===== src/rtl/core_ctrl_pkg.sv =====
// Shared types and defaults for the RV32 core sequencing controller.
package core_ctrl_pkg;

   typedef enum logic [3:0] {
      ST_IDLE   = 4'd0,
      ST_FETCH  = 4'd1,
      ST_FWAIT  = 4'd2,
      ST_DECODE = 4'd3,
      ST_EXEC   = 4'd4,
      ST_MEM    = 4'd5,
      ST_MWAIT  = 4'd6,
      ST_WB     = 4'd7,
      ST_HALT   = 4'd8
   } ctrl_state_e;

   typedef enum logic [1:0] {
      HC_NONE    = 2'b00,
      HC_EBREAK  = 2'b01,
      HC_ILLEGAL = 2'b10,
      HC_BUS     = 2'b11
   } halt_code_e;

   localparam int DEFAULT_TIMEOUT = 255;
   localparam int TIMER_W         = 8;

endpackage


===== src/rtl/bus_wait_timer.sv =====
// Cycle counter for one bus phase (fetch or data memory); flags when the phase
// has used up its TIMEOUT cycle budget.
module bus_wait_timer
   import core_ctrl_pkg::*;
#(
   parameter int TIMEOUT = DEFAULT_TIMEOUT
) (
   input  logic clk,
   input  logic rst,
   input  logic clr,
   input  logic en,
   output logic expired
);

   // cnt holds the number of cycles already spent before the current one, so
   // the TIMEOUT-th cycle of the phase sees cnt == TIMEOUT-1.
   localparam logic [TIMER_W-1:0] LIMIT = TIMER_W'(TIMEOUT - 1);

   logic [TIMER_W-1:0] cnt;

   always_ff @(posedge clk or negedge rst) begin
      if (!rst) begin
         cnt <= '0;
      end else if (clr) begin
         cnt <= '0;
      end else if (en && (cnt != {TIMER_W{1'b1}})) begin
         cnt <= cnt + 1'b1;
      end
   end

   // Stays asserted in FWAIT/MWAIT once the request phase used the budget.
   assign expired = (cnt >= LIMIT);

endmodule


===== src/rtl/core_ctrl_fsm.sv =====
// Multi-cycle sequencing controller: fetch, decode, execute, optional memory
// phase, write-back; plus sticky halt status and cycle/instret counters.
module core_ctrl_fsm
   import core_ctrl_pkg::*;
#(
   parameter int CNT_W   = 64,
   parameter int TIMEOUT = DEFAULT_TIMEOUT
) (
   input  logic             clk,
   input  logic             rst,
   input  logic             run,
   output logic             ifu_req_valid,
   input  logic             ifu_req_ready,
   input  logic             ifu_rsp_valid,
   input  logic             ifu_rsp_err,
   output logic             inst_en,
   input  logic             dec_load,
   input  logic             dec_store,
   input  logic             dec_ebreak,
   input  logic             dec_illegal,
   input  logic             dec_regen,
   output logic             lsu_req_valid,
   input  logic             lsu_req_ready,
   input  logic             lsu_rsp_valid,
   input  logic             lsu_rsp_err,
   output logic             pc_wen,
   output logic             reg_wen,
   output logic             halt,
   output logic [1:0]       halt_code,
   output logic [3:0]       state,
   output logic [CNT_W-1:0] cycle_cnt,
   output logic [CNT_W-1:0] instret_cnt
);

   localparam logic [3:0] S_IDLE   = ST_IDLE;
   localparam logic [3:0] S_FETCH  = ST_FETCH;
   localparam logic [3:0] S_FWAIT  = ST_FWAIT;
   localparam logic [3:0] S_DECODE = ST_DECODE;
   localparam logic [3:0] S_EXEC   = ST_EXEC;
   localparam logic [3:0] S_MEM    = ST_MEM;
   localparam logic [3:0] S_MWAIT  = ST_MWAIT;
   localparam logic [3:0] S_WB     = ST_WB;
   localparam logic [3:0] S_HALT   = ST_HALT;

   logic [3:0]       state_q, state_d;
   logic [1:0]       code_q, code_d;
   logic             instret_inc;
   logic             bus_phase;
   logic             counting;
   logic             expired;
   logic [CNT_W-1:0] cycle_q, instret_q;

   assign bus_phase = (state_q == S_FETCH) || (state_q == S_FWAIT) ||
                      (state_q == S_MEM)   || (state_q == S_MWAIT);
   assign counting  = (state_q != S_IDLE) && (state_q != S_HALT);

   // Cleared in every non-bus state, so it restarts on entering FETCH or MEM.
   bus_wait_timer #(.TIMEOUT(TIMEOUT)) u_timer (
      .clk     (clk),
      .rst     (rst),
      .clr     (!bus_phase),
      .en      (bus_phase),
      .expired (expired)
   );

   always_comb begin
      state_d     = state_q;
      code_d      = code_q;
      instret_inc = 1'b0;
      case (state_q)
         S_IDLE:   if (run) state_d = S_FETCH;
         S_FETCH: begin
            if (ifu_req_ready) state_d = S_FWAIT;
            else if (expired) begin state_d = S_HALT; code_d = HC_BUS; end
         end
         S_FWAIT: begin
            if (ifu_rsp_valid) begin
               if (ifu_rsp_err) begin state_d = S_HALT; code_d = HC_BUS; end
               else state_d = S_DECODE;
            end else if (expired) begin
               state_d = S_HALT; code_d = HC_BUS;
            end
         end
         S_DECODE: begin
            if (dec_illegal) begin
               state_d = S_HALT; code_d = HC_ILLEGAL;
            end else if (dec_ebreak) begin
               state_d = S_HALT; code_d = HC_EBREAK; instret_inc = 1'b1;
            end else begin
               state_d = S_EXEC;
            end
         end
         S_EXEC:   state_d = (dec_load || dec_store) ? S_MEM : S_WB;
         S_MEM: begin
            if (lsu_req_ready) state_d = S_MWAIT;
            else if (expired) begin state_d = S_HALT; code_d = HC_BUS; end
         end
         S_MWAIT: begin
            if (lsu_rsp_valid) begin
               if (lsu_rsp_err) begin state_d = S_HALT; code_d = HC_BUS; end
               else state_d = S_WB;
            end else if (expired) begin
               state_d = S_HALT; code_d = HC_BUS;
            end
         end
         S_WB: begin
            instret_inc = 1'b1;
            state_d     = run ? S_FETCH : S_IDLE;
         end
         S_HALT:   state_d = S_HALT;
         default:  state_d = S_IDLE;
      endcase
   end

   always_ff @(posedge clk or negedge rst) begin
      if (!rst) begin
         state_q   <= S_IDLE;
         code_q    <= HC_NONE;
         cycle_q   <= '0;
         instret_q <= '0;
      end else begin
         state_q <= state_d;
         code_q  <= code_d;
         if (counting)    cycle_q   <= cycle_q + 1'b1;
         if (instret_inc) instret_q <= instret_q + 1'b1;
      end
   end

   assign ifu_req_valid = (state_q == S_FETCH);
   assign lsu_req_valid = (state_q == S_MEM);
   assign inst_en       = (state_q == S_FWAIT) && ifu_rsp_valid && !ifu_rsp_err;
   assign pc_wen        = (state_q == S_WB);
   assign reg_wen       = (state_q == S_WB) && dec_regen && !dec_store;
   assign halt          = (state_q == S_HALT);
   assign halt_code     = code_q;
   assign state         = state_q;
   assign cycle_cnt     = cycle_q;
   assign instret_cnt   = instret_q;

endmodule


===== config.mk =====
export PLATFORM = sky130hd
export DESIGN_NAME = core_ctrl_fsm
export DESIGN_NICKNAME = d
export VERILOG_FILES = /design/src/rtl/core_ctrl_pkg.sv /design/src/rtl/bus_wait_timer.sv /design/src/rtl/core_ctrl_fsm.sv
export SDC_FILE = /design/constraint.sdc
export NUM_CORES = 1
export LEC_CHECK = 0
export ABC_AREA = 1
export BUFFER_PORTS_ARGS = -buffer_cell sky130_fd_sc_hd__buf_2
export CORE_UTILIZATION = 30
export CTS_CLUSTER_DIAMETER = 50
export DETAILED_ROUTE_END_ITERATION = 7
export GPL_ROUTABILITY_DRIVEN = 0
export GPL_TIMING_DRIVEN = 0
export PLACE_DENSITY_LB_ADDON = 0.1
export SYNTH_ARGS = -nofsm -noshare
export SYNTH_HDL_FRONTEND = slang
export SYNTH_HIERARCHICAL = 1
export SYNTH_SLANG_ARGS = --single-unit

===== constraint.sdc =====
create_clock -name clk -period 1.7 [get_ports clk]
set_input_delay 0.17 -clock clk [delete_from_list [all_inputs] [get_ports clk]]
set_output_delay 0.17 -clock clk [all_outputs]
set_load 0.02 [all_outputs]

==> flow_metrics.tcl <==
set metrics [dict create \
    dieWidth_um 170 \
    worstSetupStartpointType "flop" \
    cts_made_buffers 17 \
    startpoint "state[3]" \
    cts_max_path_buffers 2 \
    period_share 0.981 \
    finalSetupViolCount 0 \
    synth_common_cells "nand2_1, nor2_1, dfrtp_1" \
    yosysWarnings 6 \
    wire_per_inst_um 15.1 \
    wl_met1_um 12200 \
    cts.sinks 142 \
    drtIter0Drc 404 \
    root_buffer "clkbuf_16" \
    power_leakage_nw 5.22 \
    drc 0 \
    port_buffers 153 \
    met3_wirelength_um 1160 \
    wl_um 27100 \
    reg2reg_depth 10 \
    power.total_mw 10.5 \
    io-pin-count 154 \
    rrSetupSlack_ns 0.04 \
    cp_max_fo 4 \
    muxShareOfSynthArea 0.00133 \
    detailed_place_hpwl_um 20500 \
    grt_pass1_wl_um 42800 \
    synthTopCellsByArea "dfrtp_1, nand2_1, nor2_1" \
    synth_cell_type_count 37 \
    place_area_um2 9780 \
    synth_compound_area_frac 0.0152 \
    vias 8269 \
    synth_top_flop_cell "dfrtp_1" \
    status "finished, final reports clean" \
    synth_xor_xnor_area_share 0.0876 \
    first_pass_iters 7 \
    synth_nets 1192 \
    critPathArrivalTime_ns 1.50 \
    whs_ns 0.0774 \
    synth.most_common_cell "nand2_1" \
    timing.rr.start "cycle_cnt[0]" \
    cp-end-kind "output port" \
    dr.max_layer_used "met4" \
    cts_tree "built" \
    fmax_mhz 600 \
    hold_start "dec_load" \
    ctsHtreeMaxLevel 4 \
    synth_top_family_by_area "simple AND/OR/NAND/NOR gates" \
    post-place-ws_ns -0.190 \
    grt_pass1_vias 7950 \
    critical_path_class "reg -> out" \
    ys_ff_latch 142 \
    hold_violations 0 \
    die-area_um2 29000 \
    drive_gt1_frac 0.306 \
    rsz0062_at_grt "true" \
    hp-class "in -> reg" \
    core_um2 27800 \
    ant_nets 0 \
    worstMarginPinSlew_ns 0.834 \
    clk_latency_ns 0.42 \
    worstHoldEndpoint "state[1]" \
    area_growth_pct 34.9 \
    fillers 2993 \
    synth.top_cell.area_share 0.418 \
    drv_slew 0 \
    synth_simple_gate_area_frac 0.415 \
    cellPowerDensity_nw_per_um2 915 \
    via_per_inst 4.61 \
    fin_skew_ns 0.0175 \
    overflow 0 \
    fin_crit_ns 1.67 \
    grt_max_degree 83 \
    clk_pin_slew_ns 0.06 \
    slew_headroom 0.444 \
    synth_fa_ha_area_frac 0.00589 \
    r2r-end "cycle_cnt[58]" \
    wl_met2_um 13500 \
    yosysSeqAreaShare 0.418 \
    drv_cap 0 \
    syn_area_per_cell_um2 7.24 \
    synth_area_leader_cell "dfrtp_1" \
    peakVddDrop_v 0.000659 \
    async_reset_ff_frac 1.00 \
    whs_path_depth 4 \
    fin_nets 1419 \
    chipHeight_um 170 \
    required_ns 1.53 \
    grtUsageTotal 0.191 \
    antenna_found_initial 0 \
    design_area_um2 11500 \
    synth_edf_count 0 \
    diodes 0 \
    finalWorstSetupSlack_ns 0.0321 \
    start_util 0.306 \
    row_count 61 \
    syn_area_um2 8490 \
    syn_inst 1174 \
]
==> sequential cells by signal, summed over array words and instances (netlist names) <==
register / flops
instret_cnt: 64
u_timer/cnt: 8
cycle_cnt: 64
halt_code: 2
state: 4
==> layout by cell type, fill, tap and decap left out, drive strengths merged, types with 21 or more instances in the layout <==
cell type  instances
clkbuf            21
nand2            388
nand3b            25
dfrtp            142
nor2             245
inv              116
nand4             33
nand3             73
xnor2             39
xor2              46
buf              211
==> repair_timing <==
item / 4_1_cts / 5_1_grt
endpoints found under the setup margin: 79 / 103
hold buffers: 1 / 0
endpoints found under the hold margin: 81 / 0
setup buffers: 16 / 37
gates resized for setup: 69 / 135
pin swaps: 17 / 39
==> area by class of cell <==
type / instances / area [um2] / area share
Clock buffer: 20 / 447 / 0.0390
Tap cell: 378 / 473 / 0.0413
Timing Repair Buffer: 208 / 1220 / 0.107
Multi-Input combinational cell: 912 / 5050 / 0.440
Buffer: 5 / 67.6 / 0.00590
Clock inverter: 12 / 163 / 0.0142
Sequential cell: 142 / 3590 / 0.314
Inverter: 115 / 443 / 0.0387
==> power breakdown <==
part,internal (mW),switching [mW]
logic,1.10,1.58
clock network,2.36,1.59
registers,3.59,0.256
total,7.05,3.43
==> worst max-delay path, cell delays in order, from the launching register on <==
cell and delay, ns:
dfrtp_2 0.45, nor2_2 0.19, nand2_2 0.12, nor2_2 0.14, buf_2 0.18
==> stage by stage <==
| step | util | setup TNS (ns) | cells |
|---|---|---|---|
| 2_1_floorplan | - | 0 | 1174 |
| 3_3_place_gp | 0.351 | -274.37 | 1705 |
| 6_report | 0.412 | 0 | 1792 |
| 3_5_place_dp | 0.352 | -5.35 | 1706 |
| 4_1_cts | 0.388 | -0.0939 | 1755 |
| 5_1_grt | 0.412 | -1.48 | 1792 |
==> logic make-up after synthesis <==
| group | after synthesis |
|---|---|
| multiplexers | 1 |
| buffers and inverters | 120 |
| flip-flops | 142 |
| AO/OA/AOI/OAI | 24 |
| AND/OR/NAND/NOR | 798 |
| adder cells (fa/ha/maj) | 4 |
| XOR/XNOR | 85 |
==> layer usage <==
metal,track usage,vias to the layer above
met4,0.0407,0
met1,0.246,3922
met2,0.332,179
met3,0.0360,11
li1,-,4157
met5,0,-
==> worst max-delay path by stage <==
stage | end
after CTS | halt
final | inst_en
after global placement | instret_cnt[0]
after global routing | state[2]
after floorplan | cycle_cnt[62]
after detailed placement | instret_cnt[44]
No activity file was read; power rests on OpenSTA's default activity.
